## src/rtl/bcd_updown_counter.sv

```systemverilog
// Packed-BCD up/down counter with clear/load, wrap or saturate limits,
// registered carry/borrow pulses and a sticky overflow flag.
module bcd_updown_counter #(
    parameter int                   DIGITS = 8,
    parameter bit                   WRAP   = 1'b1,
    parameter logic [4*DIGITS-1:0]  INIT   = '0
) (
    input  logic                  clk2,
    input  logic                  rst3,
    input  logic                  en,
    input  logic                  up,
    input  logic                  clr,
    input  logic                  load,
    input  logic [4*DIGITS-1:0]   load_val,
    output logic [4*DIGITS-1:0]   bcd,
    output logic                  carry,
    output logic                  borrow,
    output logic                  at_max,
    output logic                  at_zero,
    output logic                  ovf
);

    localparam int              W    = 4 * DIGITS;
    localparam logic [W-1:0]    ALL9 = {DIGITS{4'h9}};

    logic [W-1:0] inc_val;
    logic [W-1:0] dec_val;
    logic [W-1:0] clamp_val;
    logic         inc_c;
    logic         dec_b;
    logic [3:0]   digit;
    logic [3:0]   ld_digit;

    assign at_max  = (bcd == ALL9);
    assign at_zero = (bcd == '0);

    // Per-digit ripple for both directions plus the clamped load value;
    // the whole chain settles within one clk2 cycle.
    always_comb begin
        inc_val   = '0;
        dec_val   = '0;
        clamp_val = '0;
        inc_c     = 1'b1;
        dec_b     = 1'b1;
        digit     = '0;
        ld_digit  = '0;
        for (int i = 0; i < DIGITS; i++) begin
            digit = bcd[4*i +: 4];
            if (!inc_c) begin
                inc_val[4*i +: 4] = digit;
            end else if (digit >= 4'd9) begin
                inc_val[4*i +: 4] = 4'd0;
            end else begin
                inc_val[4*i +: 4] = digit + 4'd1;
                inc_c             = 1'b0;
            end
            if (!dec_b) begin
                dec_val[4*i +: 4] = digit;
            end else if (digit == 4'd0) begin
                dec_val[4*i +: 4] = 4'd9;
            end else begin
                dec_val[4*i +: 4] = digit - 4'd1;
                dec_b             = 1'b0;
            end
            ld_digit = load_val[4*i +: 4];
            clamp_val[4*i +: 4] = (ld_digit > 4'd9) ? 4'd9 : ld_digit;
        end
    end

    // Priority is clr > load > en; carry/borrow default low so they pulse once.
    always_ff @(posedge clk2 or negedge rst3) begin
        if (!rst3) begin
            bcd    <= INIT;
            carry  <= 1'b0;
            borrow <= 1'b0;
            ovf    <= 1'b0;
        end else begin
            carry  <= 1'b0;
            borrow <= 1'b0;
            if (clr) begin
                bcd <= INIT;
                ovf <= 1'b0;
            end else if (load) begin
                bcd <= clamp_val;
            end else if (en) begin
                if (up) begin
                    if (at_max) begin
                        ovf <= 1'b1;
                        if (WRAP) begin
                            bcd   <= '0;
                            carry <= 1'b1;
                        end
                    end else begin
                        bcd <= inc_val;
                    end
                end else begin
                    if (at_zero) begin
                        ovf <= 1'b1;
                        if (WRAP) begin
                            bcd    <= ALL9;
                            borrow <= 1'b1;
                        end
                    end else begin
                        bcd <= dec_val;
                    end
                end
            end
        end
    end

endmodule

```

## config.mk

```make
export PLATFORM = sky130hd
export DESIGN_NAME = bcd_updown_counter
export DESIGN_NICKNAME = d
export VERILOG_FILES = /design/src/rtl/bcd_updown_counter.sv
export SDC_FILE = /design/constraint.sdc
export NUM_CORES = 1
export LEC_CHECK = 0
export ABC_AREA = 1
export CORE_MARGIN = 4
export CORE_UTILIZATION = 51
export DETAILED_ROUTE_END_ITERATION = 10
export PLACE_DENSITY = 0.79
export SLEW_MARGIN = 10
export SYNTH_ARGS = -nofsm -noshare
export SYNTH_HDL_FRONTEND = slang
export SYNTH_SLANG_ARGS = --single-unit
```

## constraint.sdc

```tcl
create_clock -name clk2 -period 5.1 [get_ports clk2]
set_input_delay 1.02 -clock clk2 [delete_from_list [all_inputs] [get_ports clk2]]
set_output_delay 1.02 -clock clk2 [all_outputs]
set_load 0.005 [all_outputs]
```

==> results.json, run 1 <==
{
  "period_needed_ns": 3.53,
  "synth_xor_area_frac": 0.0213,
  "drtIter0Drc": 396,
  "grt_max_degree": 38,
  "dp_cells": 720,
  "post-cts-setup-buffers": 0,
  "globalRouteOverflowTotal": 0,
  "diodes": 0,
  "gp_congestion": 0.987,
  "vias": 4221,
  "power.total_mw": 1.17,
  "yosysSeqAreaShare": 0.237,
  "pre_cts_ws_ns": 1.84,
  "synth_cells": 560,
  "clock.fmax_mhz": 283,
  "reg2reg_to": "bcd[29]$_DFFE_PN0P_",
  "ys_seq_elements": 35,
  "fin_nets": 693,
  "synth_top_family_by_area": "simple AND/OR/NAND/NOR gates",
  "htreeDepth": 2,
  "p_leak_nw": 2.10,
  "synth_edf_count": 0,
  "die_y_um": 93.2,
  "cp_common_cell": "inv_1",
  "worstPathArrival_ns": 2.51,
  "fin_crit_sh": 0.693,
  "synth_compound_area_frac": 0.175,
  "drv_cap": 0,
  "reg2reg_setup_slack_ns": 2.90,
  "cts_root_buffer": "clkbuf_8",
  "cts_tree": "built",
  "drt_wl_total_um": 11500,
  "power.density_mw_per_mm2": 252,
  "die_w_um": 93.2,
  "rows": 30,
  "endpoint_kind": "primary output",
  "hold_class": "reg2reg",
  "hold_depth": 2,
  "wl_per_cell_um": 15.8,
  "synth_top_area_share": 0.237,
  "setup_tns_ns": 0,
  "avgSynthCellArea_sq_um": 6.61,
  "clk_path_buf_depth": 2,
  "clk_latency_ns": 0.30,
  "async_reset_ff_frac": 1.00,
  "setup.worst_path.start_class": "register",
  "via_per_inst": 5.80,
  "rsz0062_at_grt": "no",
  "grt_use_total": 0.272,
  "peakVddDrop_mv": 0.152,
  "drc_errors": 0,
  "clkTransAtPathRegs_ns": 0.08,
  "synth_cell_types": 43,
  "area_delta_synth_final_pct": 25.5,
  "setup_viol": 0,
  "tightest_slew_ns": 0.635,
  "start_util": 0.536,
  "synth_top_flop_cell": "dfrtp_1",
  "synthMuxAreaShare": 0,
  "dieArea_sq_mm": 0.00869,
  "synth_simple_gate_area_share": 0.398,
  "drtPass1Iterations": 5,
  "ys_warn_count": 0,
  "max_stage_delay_ns": 0.50,
  "synth_area_leaders": "dfrtp_1 24%, nand2_1 12%, ha_1 8.1%",
  "synth_commonest_cells": "120 x nand2_1, 54 x inv_1, 54 x nor2_1",
  "slew_violations": 0,
  "layout-drive-gt1-share": 0.104,
  "setup_ws_ns": 1.57,
  "min-delay-start": "ovf$_DFFE_PN0P_",
  "cts_sinks": 35,
  "required_ns": 4.08,
  "syn_area_sq_mm": 0.00370,
  "coreArea_sq_mm": 0.00691,
  "synth.most_common_cell": "nand2_1",
  "dpl.hpwl_um": 8570,
  "hold_slack_ns": 0.539,
  "worst-path-buf-inv": 4,
  "layoutNonFillerInstCount": 728,
  "min_to": "ovf$_DFFE_PN0P_",
  "ant_nets": 0,
  "syn-num-nets": 622,
  "holdBufCountCts": 0,
  "io_pins": 75,
  "status": "completed",
  "grt_antenna_before_repair": 0,
  "fin_skew_ns": 0.00929,
  "critPathSlowestCell": "clkdlybuf4s50_1",
  "post_dp_cell_area_sq_mm": 0.00453,
  "cts_resized": 0,
  "portBuffers": 74,
  "final_core_util": 0.673,
  "finalHoldViolCount": 0,
  "synthAdderAreaFrac": 0.0811,
  "path_max_fanout": 7,
  "criticalPathCategory": "reg2out",
  "slew-limit-headroom": 0.576,
  "yosys.area.top_type": "dfrtp_1",
  "first_global_vias": 4031,
  "r2r-start": "bcd[20]$_DFFE_PN0P_",
  "fin_area_sq_mm": 0.00465,
  "crit_chain": "inv_1 > ha_1 > nand2_2 > nor2_1 > nand4_1 > inv_1 > nand4_1 > inv_1 > clkdlybuf4s50_1",
  "cts_made_buffers": 5,
  "reg2reg_depth": 13,
  "grt_pass1_wl_um": 19200,
  "crit_family": "buffers and inverters"
}
## power breakdown
part	switching, mW	internal, mW	total [mW]	leakage (nW)
clock	0.114	0.158	0.273	0.0612
sequential	0.0673	0.312	0.379	0.458
combinational	0.298	0.220	0.518	1.58
total	0.479	0.690	1.17	2.10
## sequential cells by signal, indices dropped and copies added, names as in the netlist
name and count:
ovf 1, carry 1, borrow 1, bcd 32
## per-layer routing
| layer | GRT usage | vias up | share of wire |
|---|---|---|---|
| li1 | - | 2031 | - |
| met1 | 0.358 | 1940 | 0.42 |
| met2 | 0.445 | 211 | 0.47 |
| met3 | 0.0515 | 39 | 0.082 |
| met4 | 0.0977 | 0 | 0.029 |
| met5 | 0 | - | 0 |
## logic make-up (layout without fill, tap and decap cells)
family	after synthesis	count (layout)
compound gates	112	112
xor+xnor	9	9
simple gates	297	297
flops	35	35
fa+ha+maj	24	24
buf+inv	83	155
## worst reg2reg max path, stage by stage (launching register included)
cell     delay, ns
dfrtp_1       0.47
inv_1         0.16
ha_1          0.22
nand2_1       0.09
nor2_2        0.26
nand2_1       0.09
nor2_1        0.12
nand2_2       0.09
nand2_4       0.10
nor2_8        0.07
nand2_2       0.07
nand3_1       0.16
nand2_1       0.13
nand2_1       0.06
## worst max path at each step
stage | cells after the start | start | to | slack [ns]
floorplan | 8 | bcd[0]$_DFFE_PN0P_ | at_zero | 2.67
global placement | 9 | bcd[16]$_DFFE_PN0P_ | at_zero | 1.92
detailed placement | 10 | clr | bcd[23]$_DFFE_PN0P_ | 1.84
CTS | 9 | bcd[16]$_DFFE_PN0P_ | at_zero | 1.57
global route | 9 | bcd[16]$_DFFE_PN0P_ | at_zero | 1.39
finish | 9 | bcd[16]$_DFFE_PN0P_ | at_zero | 1.57
## cell type report
class                   instances  area [sq um]
fillers                       622          2260
inverters                      68           255
clock inverters                 2          35.0
multi-input cells             442          2500
repair buffers                 79           778
well taps                      96           120
flip-flops and latches         35           876
clock buffers                   6          82.6
## cell usage in the layout, fill, tap and decap left out, drive strengths merged, types with 4 or more instances in the layout
cell type        n
dfrtp           35
clkdlybuf4s50   74
a31oi            7
nand3           63
inv             67
a21oi           21
o211ai           5
ha              24
nand2          131
nor3            12
nor2            67
buf              5
o31ai            4
xor2             8
o21ai           60
nand4           17
clkbuf           6
o22ai            5
Power figures use the tool's default switching activity.
==> run 2, diff against run 1 <==
--- a/config.mk
+++ b/config.mk
@@ -7,9 +7,9 @@
 export LEC_CHECK = 0
 export ABC_AREA = 1
 export CORE_MARGIN = 4
-export CORE_UTILIZATION = 51
+export CORE_UTILIZATION = 48
 export DETAILED_ROUTE_END_ITERATION = 10
-export PLACE_DENSITY = 0.79
+export PLACE_DENSITY = 0.78
 export SLEW_MARGIN = 10
 export SYNTH_ARGS = -nofsm -noshare
 export SYNTH_HDL_FRONTEND = slang
==> constraint.sdc (replaced) <==
create_clock -name clk2 -period 3.2 [get_ports clk2]
set_input_delay 0.64 -clock clk2 [delete_from_list [all_inputs] [get_ports clk2]]
set_output_delay 0.64 -clock clk2 [all_outputs]
set_load 0.005 [all_outputs]
==> run 2 against run 1 <==
Via count decreased by 0.78%. First-iteration DRC count increased by 5.6%. Combinational power increased by 62%. Hold slack improved by 0.0034 ns. Largest power group unchanged. Core utilization decreased by 3.7 points. Sequential share of layout area decreased by 0.12 points. Highest routed layer unchanged. Power increased by 52%. Critical path type unchanged.
==> results.json, run 2 (synthesized netlist as in run 1, its figures left out) <==
{
  "period_needed_ns": 3.00,
  "drtIter0Drc": 418,
  "gp_congestion": 0.956,
  "cts_sinks": 35,
  "final_cell_mix": "120 x nand2_1, 74 x clkdlybuf4s50_1, 54 x inv_1",
  "holdBufCountCts": 0,
  "vias": 4188,
  "crit_start": "bcd[12]$_DFFE_PN0P_",
  "required_ns": 2.56,
  "worstPathArrival_ns": 2.36,
  "globalRouteOverflowTotal": 0,
  "rows": 31,
  "io_pins": 75,
  "coreArea_sq_mm": 0.00737,
  "finalHoldViolCount": 0,
  "area_delta_synth_final_pct": 26.5,
  "htreeDepth": 2,
  "portBuffers": 74,
  "clk_latency_ns": 0.29,
  "hold_class": "reg2reg",
  "rsz0062_at_grt": "no",
  "first_global_vias": 4004,
  "fin_crit_sh": 0.938,
  "tightest_slew_ns": 0.475,
  "cts_root_buffer": "clkbuf_8",
  "dpl.hpwl_um": 8720,
  "hold_slack_ns": 0.543,
  "final_core_util": 0.636,
  "pre_cts_ws_ns": 0.445,
  "peakVddDrop_mv": 0.209,
  "start_util": 0.502,
  "layout-drive-gt1-share": 0.116,
  "p_leak_nw": 2.12,
  "largest_reg_flops": 32,
  "setup_tns_ns": 0,
  "cts_made_buffers": 5,
  "grt_antenna_before_repair": 0,
  "slew-limit-headroom": 0.683,
  "diodes": 0,
  "drtPass1Iterations": 6,
  "dp_cells": 729,
  "wl_per_cell_um": 15.3,
  "die_w_um": 95.8,
  "endpoint_kind": "primary output",
  "via_per_inst": 5.69,
  "die_y_um": 95.8,
  "reg2reg_depth": 13,
  "cp-endpoint": "at_zero",
  "top_register": "bcd",
  "drt_wl_total_um": 11300,
  "layoutNonFillerInstCount": 736,
  "clkTransAtPathRegs_ns": 0.07,
  "cts_tree": "built",
  "reg2reg_to": "bcd[28]$_DFFE_PN0P_",
  "slew_violations": 0,
  "setup_ws_ns": 0.198,
  "path_max_fanout": 6,
  "reg2reg_setup_slack_ns": 1.06,
  "fin_nets": 699,
  "criticalPathCategory": "reg2out",
  "status": "completed",
  "final_common_cell": "nand2_1",
  "drc_errors": 0,
  "setup.worst_path.start_class": "register",
  "grt_max_degree": 36,
  "post-cts-setup-buffers": 0,
  "power.density_mw_per_mm2": 380,
  "clk_path_buf_depth": 2,
  "grt_use_total": 0.255,
  "drv_cap": 0,
  "setup_viol": 0,
  "clock.fmax_mhz": 333,
  "dieArea_sq_mm": 0.00918,
  "grt_pass1_wl_um": 18500,
  "fin_skew_ns": 0.00836,
  "r2r-start": "bcd[28]$_DFFE_PN0P_",
  "ant_nets": 0
}
[run 2: changes by cell type in the layout (fill, tap and decap cells not counted), sizes merged]
cell	change
bufinv	-1
buf	+6
[run 2: through the flow]
stage | instance area, sq um | power (mW)
floorplan | 3700 | 1.10
global placement | 4580 | 1.41
detailed placement | 4580 | 1.43
CTS | 4670 | 1.77
global route | 4680 | 1.91
finish | 4680 | 1.78
[run 2: what timing repair did]
item	in CTS	in global routing
hold endpoints to repair	0	0
gates resized for setup	0	5
endpoints found under the setup margin	0	1
[run 2: layout make-up]
cell class                      instances  area [sq um]
Timing Repair Buffer                   85           823
Tap cell                               99           124
Sequential cell                        35           877
Clock inverter                          1          5.00
Clock buffer                            6          82.6
Inverter                               68           255
Fill cell                             671          2690
Multi-Input combinational cell        442          2520
[run 2: critical path, stage by stage (launching register included)]
cell	delay, ns
dfrtp_1	0.45
inv_1	0.13
ha_1	0.22
nand2_2	0.09
nor2_2	0.17
nand4_1	0.16
inv_1	0.13
nand4_1	0.13
inv_1	0.09
clkdlybuf4s50_1	0.49
[run 2: power breakdown]
group          switching [mW]  total, mW  internal, mW  leakage [nW]
sequential              0.105      0.602         0.497         0.457
clock                   0.166      0.335         0.169        0.0470
combinational           0.478      0.841         0.363          1.61
total                   0.749       1.78          1.03          2.12
[run 2: worst min-delay path by stage]
| stage | endpoint | from | slack (ns) | cells after the start |
|---|---|---|---|---|
| 2_1_floorplan | bcd[0]$_DFFE_PN0P_ | rst3 | 0.34 | 0 |
| 6_report | ovf$_DFFE_PN0P_ | ovf$_DFFE_PN0P_ | 0.54 | 2 |
| 4_1_cts | ovf$_DFFE_PN0P_ | ovf$_DFFE_PN0P_ | 0.54 | 2 |
| 3_3_place_gp | ovf$_DFFE_PN0P_ | ovf$_DFFE_PN0P_ | 0.51 | 2 |
| 3_5_place_dp | ovf$_DFFE_PN0P_ | ovf$_DFFE_PN0P_ | 0.53 | 2 |
| 5_1_grt | ovf$_DFFE_PN0P_ | ovf$_DFFE_PN0P_ | 0.56 | 2 |
[run 2: routing by layer]
| layer | vias up | share of wire | GRT usage |
|---|---|---|---|
| met5 | - | 0 | 0 |
| met4 | 0 | 0.021 | 0.0841 |
| met3 | 28 | 0.070 | 0.0375 |
| met2 | 192 | 0.48 | 0.435 |
| met1 | 1913 | 0.43 | 0.328 |
| li1 | 2055 | - | - |
==> run 3, diff against run 2 <==
--- a/config.mk
+++ b/config.mk
@@ -6,7 +6,6 @@
 export NUM_CORES = 1
 export LEC_CHECK = 0
 export ABC_AREA = 1
-export CORE_MARGIN = 4
 export CORE_UTILIZATION = 48
 export DETAILED_ROUTE_END_ITERATION = 10
 export PLACE_DENSITY = 0.78
==> run 3 against run 2 <==
Non-clock buffer count unchanged. Critical path depth is the same. First-iteration DRC count fell by 35%. Routed wire length shrank 3.1%. Core utilization shrank 0.25 points. Global-route usage increased by 2.3 points. Die area down 12%. Clock skew fell by 0.0040 ns. Critical path type unchanged. Maximum frequency down 0.48%.
==> results.json, run 3 (synthesized netlist as in run 1, its figures left out) <==
{
  "gp_congestion": 0.936,
  "setup.worst_path.start_class": "register",
  "hold_depth": 2,
  "die_y_um": 89.8,
  "seqCellArea_sq_um": 876,
  "largest_reg_flops": 32,
  "holdBufCountCts": 0,
  "critPathSlowestCell": "clkdlybuf4s50_1",
  "final_common_cell": "nand2_1",
  "busiest_layer": "met2",
  "top_register": "bcd",
  "crit_chain": "inv_1 > ha_1 > nand2_2 > nor2_2 > nand4_1 > inv_1 > nand4_1 > inv_1 > clkdlybuf4s50_1",
  "start_util": 0.502,
  "post_dp_cell_area_sq_mm": 0.00458,
  "endpoint_kind": "primary output",
  "reg2reg_depth": 13,
  "grt_util_met3": 0.0305,
  "grt_antenna_before_repair": 0,
  "criticalPathCategory": "reg2out",
  "status": "completed",
  "p_leak_nw": 2.11,
  "cp_common_cell": "inv_1",
  "pre_cts_ws_ns": 0.457,
  "reg2reg_to": "bcd[31]$_DFFE_PN0P_",
  "drtIter0Drc": 271,
  "globalRouteOverflowTotal": 0,
  "layoutNonFillerInstCount": 735,
  "clk_path_buf_depth": 2,
  "use_met2": 0.467,
  "worstPathArrival_ns": 2.38,
  "clk_latency_ns": 0.29,
  "wl_per_cell_um": 14.8,
  "io_pins": 75,
  "rsz0062_at_grt": "no",
  "cts_sinks": 35,
  "setup_ws_ns": 0.184,
  "portBuffers": 74,
  "use_met1": 0.372,
  "reg2reg_setup_slack_ns": 1.04,
  "cts_root_buffer": "clkbuf_8",
  "min_to": "ovf$_DFFE_PN0P_",
  "path_max_fanout": 7,
  "dpl.hpwl_um": 8200,
  "multi_input_area_sq_mm": 0.00251,
  "first_global_vias": 3923,
  "fin_area_sq_mm": 0.00467,
  "dp_cells": 729,
  "vias": 4147,
  "slew-limit-headroom": 0.668,
  "min-delay-start": "ovf$_DFFE_PN0P_",
  "r2r-start": "bcd[24]$_DFFE_PN0P_",
  "fillers": 651,
  "ant_nets": 0,
  "diodes": 0,
  "final_cell_mix": "120 x nand2_1, 74 x clkdlybuf4s50_1, 54 x inv_1",
  "cts_made_buffers": 5,
  "drc_errors": 0,
  "tightest_slew_ns": 0.494,
  "slew_violations": 0,
  "hold_slack_ns": 0.549,
  "period_needed_ns": 3.02,
  "grt_max_degree": 36,
  "grt_use_total": 0.278,
  "max_stage_delay_ns": 0.49,
  "fin_skew_ns": 0.00436,
  "peakVddDrop_mv": 0.227,
  "setup_viol": 0,
  "power.density_mw_per_mm2": 374,
  "rows": 31,
  "drt_wl_total_um": 10900,
  "clkTransAtPathRegs_ns": 0.07,
  "drv_cap": 0,
  "required_ns": 2.56,
  "htreeDepth": 2,
  "clock.fmax_mhz": 332,
  "layout-drive-gt1-share": 0.110,
  "fin_nets": 699,
  "grt_pass1_wl_um": 18400,
  "setup_tns_ns": 0,
  "cts_tree": "built",
  "finalHoldViolCount": 0,
  "via_per_inst": 5.64,
  "dieArea_sq_mm": 0.00807,
  "worst-path-buf-inv": 4,
  "die_w_um": 89.8,
  "coreArea_sq_mm": 0.00737,
  "hold_class": "reg2reg",
  "area_delta_synth_final_pct": 26.0,
  "crit_family": "buffers and inverters",
  "drtPass1Iterations": 6,
  "fin_crit_sh": 0.943
}
## run 3: routing by layer
metal | vias up | wire [um]
met5 | - | 0
met4 | 0 | 210
met3 | 23 | 673
met2 | 188 | 5240
met1 | 1893 | 4780
li1 | 2043 | -
## run 3: how the worst max path moves through the flow
stage,from,to,slack [ns],cells past startpoint
after floorplan,bcd[0]$_DFFE_PN0P_,at_zero,1.15,8
after global placement,bcd[0]$_DFFE_PN0P_,at_zero,0.53,9
after detailed placement,bcd[16]$_DFFE_PN0P_,at_zero,0.46,9
after CTS,bcd[16]$_DFFE_PN0P_,at_zero,0.11,9
after global routing,bcd[12]$_DFFE_PN0P_,at_zero,0.02,9
final,bcd[16]$_DFFE_PN0P_,at_zero,0.18,9
## run 3: timing repair
item | CTS | global route
endpoints found under the setup margin | 0 | 1
resized for setup | 0 | 3
setup buffers | 0 | 0
endpoints found under the hold margin | 0 | 0
## run 3: tightest hold or removal path: stages (launching register included)
cell and delay (ns):
dfrtp_1 0.38, a31oi_1 0.06, nor2_1 0.08
## run 3: final cells by class
cell class,instances,area share
Tap cell,99,0.0265
Clock buffer,6,0.0156
Multi-Input combinational cell,442,0.539
Timing Repair Buffer,85,0.176
Sequential cell,35,0.188
Inverter,68,0.0547
## run 3: where the power goes
| group | switching, mW | internal, mW |
|---|---|---|
| clock | 0.165 | 0.145 |
| combinational | 0.474 | 0.361 |
| sequential | 0.105 | 0.497 |
| total | 0.743 | 1.00 |
## run 3: per-stage QoR
step	util	power, mW
6_report	0.633	1.75
5_1_grt	0.633	1.88
4_1_cts	0.631	1.74
3_5_place_dp	0.621	1.42
3_3_place_gp	0.621	1.41
2_1_floorplan	-	1.10
==> RTL edit 1: new RTL, config.mk and constraints of run 1 <==
The parameter `DIGITS` goes from 8 to 9.
--- a/src/rtl/bcd_updown_counter.sv
+++ b/src/rtl/bcd_updown_counter.sv
@@ -3,3 +3,3 @@
 module bcd_updown_counter #(
-    parameter int                   DIGITS = 8,
+    parameter int                   DIGITS = 9,
     parameter bit                   WRAP   = 1'b1,
Ports: changed (resized bcd and load_val); port bits go from 75 to 83. The function was not compared with the original's and may differ.
==> RTL edit 1 against run 1 <==
Critical path type unchanged; largest cell class unchanged; power is 7.9% higher; fmax is 1.4% higher; critical path depth stayed put; setup slack better by 50 ps; wire length is 12% higher; sequential cell count is 4 higher; synthesized area is 12% higher; final area is 10% higher.
==> RTL edit 1: results (changes against run 1) <==
Run status
  • Result of the run: finished clean

Yosys
  • Xor/xnor cell area share of the yosys netlist: 2.54% (+0.41 points)
  • Top cells by instance count after synthesis: sky130_fd_sc_hd__nand2_1, sky130_fd_sc_hd__nand3_1, sky130_fd_sc_hd__inv_1, sky130_fd_sc_hd__nor2_1, sky130_fd_sc_hd__o21ai_0
  • Net Count, Synth: 701 (+13%)
  • Unique cell type count in the Yosys netlist: 40 (-7.0%)

Setup path
  • Worst reg2reg startpoint: bcd[4]
  • Largest fanout on the critical path: 9 (+2)
  • Crit. Startpoint: bcd[20]
  • Capturing point of the worst reg2reg path: bcd[31]

Global routing
  • Vias in the first global route: 4434 (+10%)
  • Global-route wire length before repair: 21300 µm (+11%)
  • Largest net degree at the start of global routing: 40 (+5.3%)

Cells and area
  • # nets final: 773 (+12%)
  • Flip-flop count of the largest register after layout: 36 (+13%)
  • Ratio of cells with drive above 1 in the final layout: 9.50% (-0.94 points)

Timing
  • Worst hold slack across all endpoints: 550 ps (+10.7 ps)
  • Worst setup skew after layout: 6.77 ps (-2.53 ps)
  • Relative slew slack: 35.4% (-22 points)
  • Fmax: 287 MHz (+1.4%)

Pwr
  • Sequential power: 0.426 mW (+12%)
  • Net switching power of the design: 0.538 mW (+12%)
  • Power in the clock group: 0.250 mW (-8.4%)
  • Max rail drop VDD: 0.000140 V (-7.6%)

Drt
  • Number of DRC violations after detailed-routing iteration 0: 368 (-7.1%)
  • Via count of the routed design: 4719 (+12%)
  • Routed wire length: 12900 µm (+12%)

Placed design
  • Pre-CTS setup slack: 1630 ps (-206 ps)
  • Number of port buffers: 82 (+11%)
RTL edit 1: changes by cell type in the layout (fill, tap and decap cells not counted), sizes merged, moves of 4 or more:
| cell | before | now |
|---|---|---|
| nand4 | 17 | 27 |
| clkdlybuf4s50 | 74 | 81 |
| nor2 | 67 | 72 |
| o211ai | 5 | 12 |
| nand2 | 131 | 157 |
| dfrtp | 35 | 39 |
| nand3b | 1 | 5 |
| nand3 | 63 | 77 |
RTL edit 1: worst max-delay path: stages (launching register included):
cell and delay, ps:
sky130_fd_sc_hd__dfrtp_1 460, sky130_fd_sc_hd__inv_1 130, sky130_fd_sc_hd__ha_1 230, sky130_fd_sc_hd__nand2_1 100, sky130_fd_sc_hd__nor2_2 190, sky130_fd_sc_hd__nand2_1 90
sky130_fd_sc_hd__nor2_2 180, sky130_fd_sc_hd__nand3_4 190, sky130_fd_sc_hd__inv_1 90, sky130_fd_sc_hd__clkdlybuf4s50_1 500
RTL edit 1: layer usage:
| layer | vias to the layer above | share of wire (%) | wire length [µm] | global-route usage, % |
|---|---|---|---|---|
| li1 | 2275 | - | - | - |
| met1 | 2197 | 44 | 5680 | 36.0 |
| met2 | 218 | 47 | 6020 | 43.7 |
| met3 | 29 | 6.9 | 892 | 3.79 |
| met4 | 0 | 2.3 | 293 | 8.84 |
| met5 | - | 0 | 0 | 0 |
RTL edit 1: cells by family (layout without fill, tap and decap cells):
logic type / Yosys count / in the layout
AO/OA/AOI/OAI: 112 / 112
XOR/XNOR: 12 / 12
adder cells (fa/ha/maj): 27 / 27
buffers and inverters: 92 / 165
flip-flops: 39 / 39
AND/OR/NAND/NOR: 350 / 350
RTL edit 1: final cells by class:
cell class                 count  area, µm²
multi-input combinational    501       2790
fill                         738       2700
sequential                    39        976
timing repair buffer          87        853
inverter                      70        263
tap                          102        128
clock buffer                   8        100
==> RTL edit 2: new RTL, config.mk and constraints of run 1 <==
Without the edit above. Add an input register stage for `en`, `up`, `clr`, `load` and `load_val`, without a reset; this delays them by one clock.
--- a/src/rtl/bcd_updown_counter.sv
+++ b/src/rtl/bcd_updown_counter.sv
@@ -24,2 +24,16 @@
     localparam logic [W-1:0]    ALL9 = {DIGITS{4'h9}};
+
+    logic en_q;
+    logic up_q;
+    logic clr_q;
+    logic load_q;
+    logic [4*DIGITS-1:0] load_val_q;
+
+    always_ff @(posedge clk2) begin
+        en_q       <= en;
+        up_q       <= up;
+        clr_q      <= clr;
+        load_q     <= load;
+        load_val_q <= load_val;
+    end
 
@@ -64,3 +78,3 @@
             end
-            ld_digit = load_val[4*i +: 4];
+            ld_digit = load_val_q[4*i +: 4];
             clamp_val[4*i +: 4] = (ld_digit > 4'd9) ? 4'd9 : ld_digit;
@@ -79,9 +93,9 @@
             borrow <= 1'b0;
-            if (clr) begin
+            if (clr_q) begin
                 bcd <= INIT;
                 ovf <= 1'b0;
-            end else if (load) begin
+            end else if (load_q) begin
                 bcd <= clamp_val;
-            end else if (en) begin
-                if (up) begin
+            end else if (en_q) begin
+                if (up_q) begin
                     if (at_max) begin
Behaviour: not the same (a bounded check fails within 4 cycles, from zero or initial values and one cycle with rst3 low).
==> RTL edit 2 against run 1 <==
Final area increased by 20%; core utilization decreased by 3.2 points; critical path type unchanged; sequential cell count increased by 36; synthesized area increased by 23%; power increased by 42%; clock power increased by 56%; setup slack improved by 92 ps; wire length increased by 14%; critical path depth decreased by 2; critical endpoint unchanged.
==> RTL edit 2: results (changes against run 1) <==
Yosys
  • Sequential area share after synthesis: 35.0% (+11 points)
  • Xor/xnor cell area share of the yosys netlist: 1.73% (-0.40 points)
  • Proportion of synthesized flip-flops having asynchronous set or reset: 49.3% (-51 points)
  • Prevailing post-synth register cell: sky130_fd_sc_hd__dfxtp_1
  • Share of synthesized cell area in full adder, half adder and majority cells: 6.85% (-1.3 points)

Setup path
  • Reg2reg setup slack: 2710 ps (-190 ps)
  • Worst reg2reg startpoint: clr_q
  • Signal arrival time at the worst endpoint: 2420 ps (-90 ps)
  • Capturing point of the worst reg2reg path: bcd[17]

Drt
  • Number of DRC violations after detailed-routing iteration 0: 423 (+6.8%)
  • Detailed-route wire length per cell: 15.4 µm (-2.3%)
  • Routed vias/inst: 5.62 (-3.1%)

Global routing
  • Largest net degree at the start of global routing: 36 (-5.3%)
  • Vias in the first global route: 4481 (+11%)
  • Global-route wire length before repair: 21200 µm (+11%)
  • Tot GR Track Use: 25.6% (-1.6 points)

Pwr
  • Max rail drop VDD: 0.000183 V (+21%)
  • Static leakage: 2.69 nW (+28%)

Run status
  • Result of the run: finished clean

Placed design
  • Detailed Place HPWL: 9640 µm (+12%)
  • Last weighted congestion value of the routability-driven placer: 0.970 (-1.7%)
  • Area after DPL: 0.00541 mm² (+19%)

Worst hold path
  • Worst hold path cell count: 1 (-1)

Timing
  • Worst setup skew after layout: 7.75 ps (-1.55 ps)
  • Worst-margin pin slew: 651 ps (+15.9 ps)

Cells and area
  • Ratio of cells with drive above 1 in the final layout: 8.81% (-1.6 points)

CTS
  • Clock latency reported for the late side of the worst-skew pair: 370 ps (+70 ps)
[RTL edit 2: cell types whose count changed after synthesis, moves of 5 or more]
cell and delta:
sky130_fd_sc_hd__a21oi_1 +5, sky130_fd_sc_hd__dfxtp_1 +36, sky130_fd_sc_hd__inv_1 +15, sky130_fd_sc_hd__nand2_1 +43
sky130_fd_sc_hd__nand2_4 -5, sky130_fd_sc_hd__nand3_1 +13, sky130_fd_sc_hd__nand4_1 -6, sky130_fd_sc_hd__o21ai_0 +10
sky130_fd_sc_hd__o21ai_1 -8
[RTL edit 2: logic make-up after synthesis]
logic type                 after synthesis
AOI/OAI and AO/OA                      119
DFF                                     71
adders and majority gates               25
buffers and inverters                  102
xor gates and xnor gates                 9
and+or+nand+nor                        333
[RTL edit 2: layout make-up]
cell class                      count  area [µm²]  share of cell area, %
Multi-Input combinational cell    486        2570                   46.0
Clock inverter                      7        55.1                  0.985
Tap cell                          108         135                   2.42
Inverter                           86         325                   5.82
Clock buffer                        9         124                   2.22
Sequential cell                    71        1600                   28.6
Timing Repair Buffer               79         778                   13.9
[RTL edit 2: worst max-delay path by stage]
stage                       start  endpoint  slack [ps]  depth (start not counted)
after CTS                  bcd[0]   at_zero        1680                          7
after global routing       bcd[0]   at_zero        1510                          7
after detailed placement   bcd[0]   at_zero        2090                          7
after floorplan           bcd[20]   at_zero        2810                          8
final                      bcd[0]   at_zero        1660                          7
after global placement     bcd[0]   at_zero        2130                          7
[RTL edit 2: layer usage]
layer  vias to the layer above  track usage, %  routed length [µm]
li1                       2322               -                   -
met1                      2166            31.9                5360
met2                       223            42.3                6080
met3                        41            6.09                1240
met4                         0            10.8                 352
met5                         -               0                   0
[RTL edit 2: worst max-delay path, stage by stage (launching register included)]
cell and delay, ps:
sky130_fd_sc_hd__dfrtp_1 480, sky130_fd_sc_hd__inv_1 140, sky130_fd_sc_hd__ha_1 250, sky130_fd_sc_hd__nand3_2 140, sky130_fd_sc_hd__nor2_1 160, sky130_fd_sc_hd__nand2_1 150, sky130_fd_sc_hd__nor2_2 210, sky130_fd_sc_hd__clkdlybuf4s50_1 530
[RTL edit 2: metrics by stage]
step	utilization, %	hold WS (ps)	instances	setup WS, ps
final	64.1	509	846	1660
after global routing	64.1	546	846	1510
after CTS	64.1	515	846	1680
after detailed placement	62.0	496	830	2090
after global placement	62.0	481	830	2130
after floorplan	-	474	659	2810
[RTL edit 2: report_power, final]
part           switching [mW]  internal (mW)
clock                   0.244          0.181
sequential             0.0769          0.608
combinational           0.314          0.235
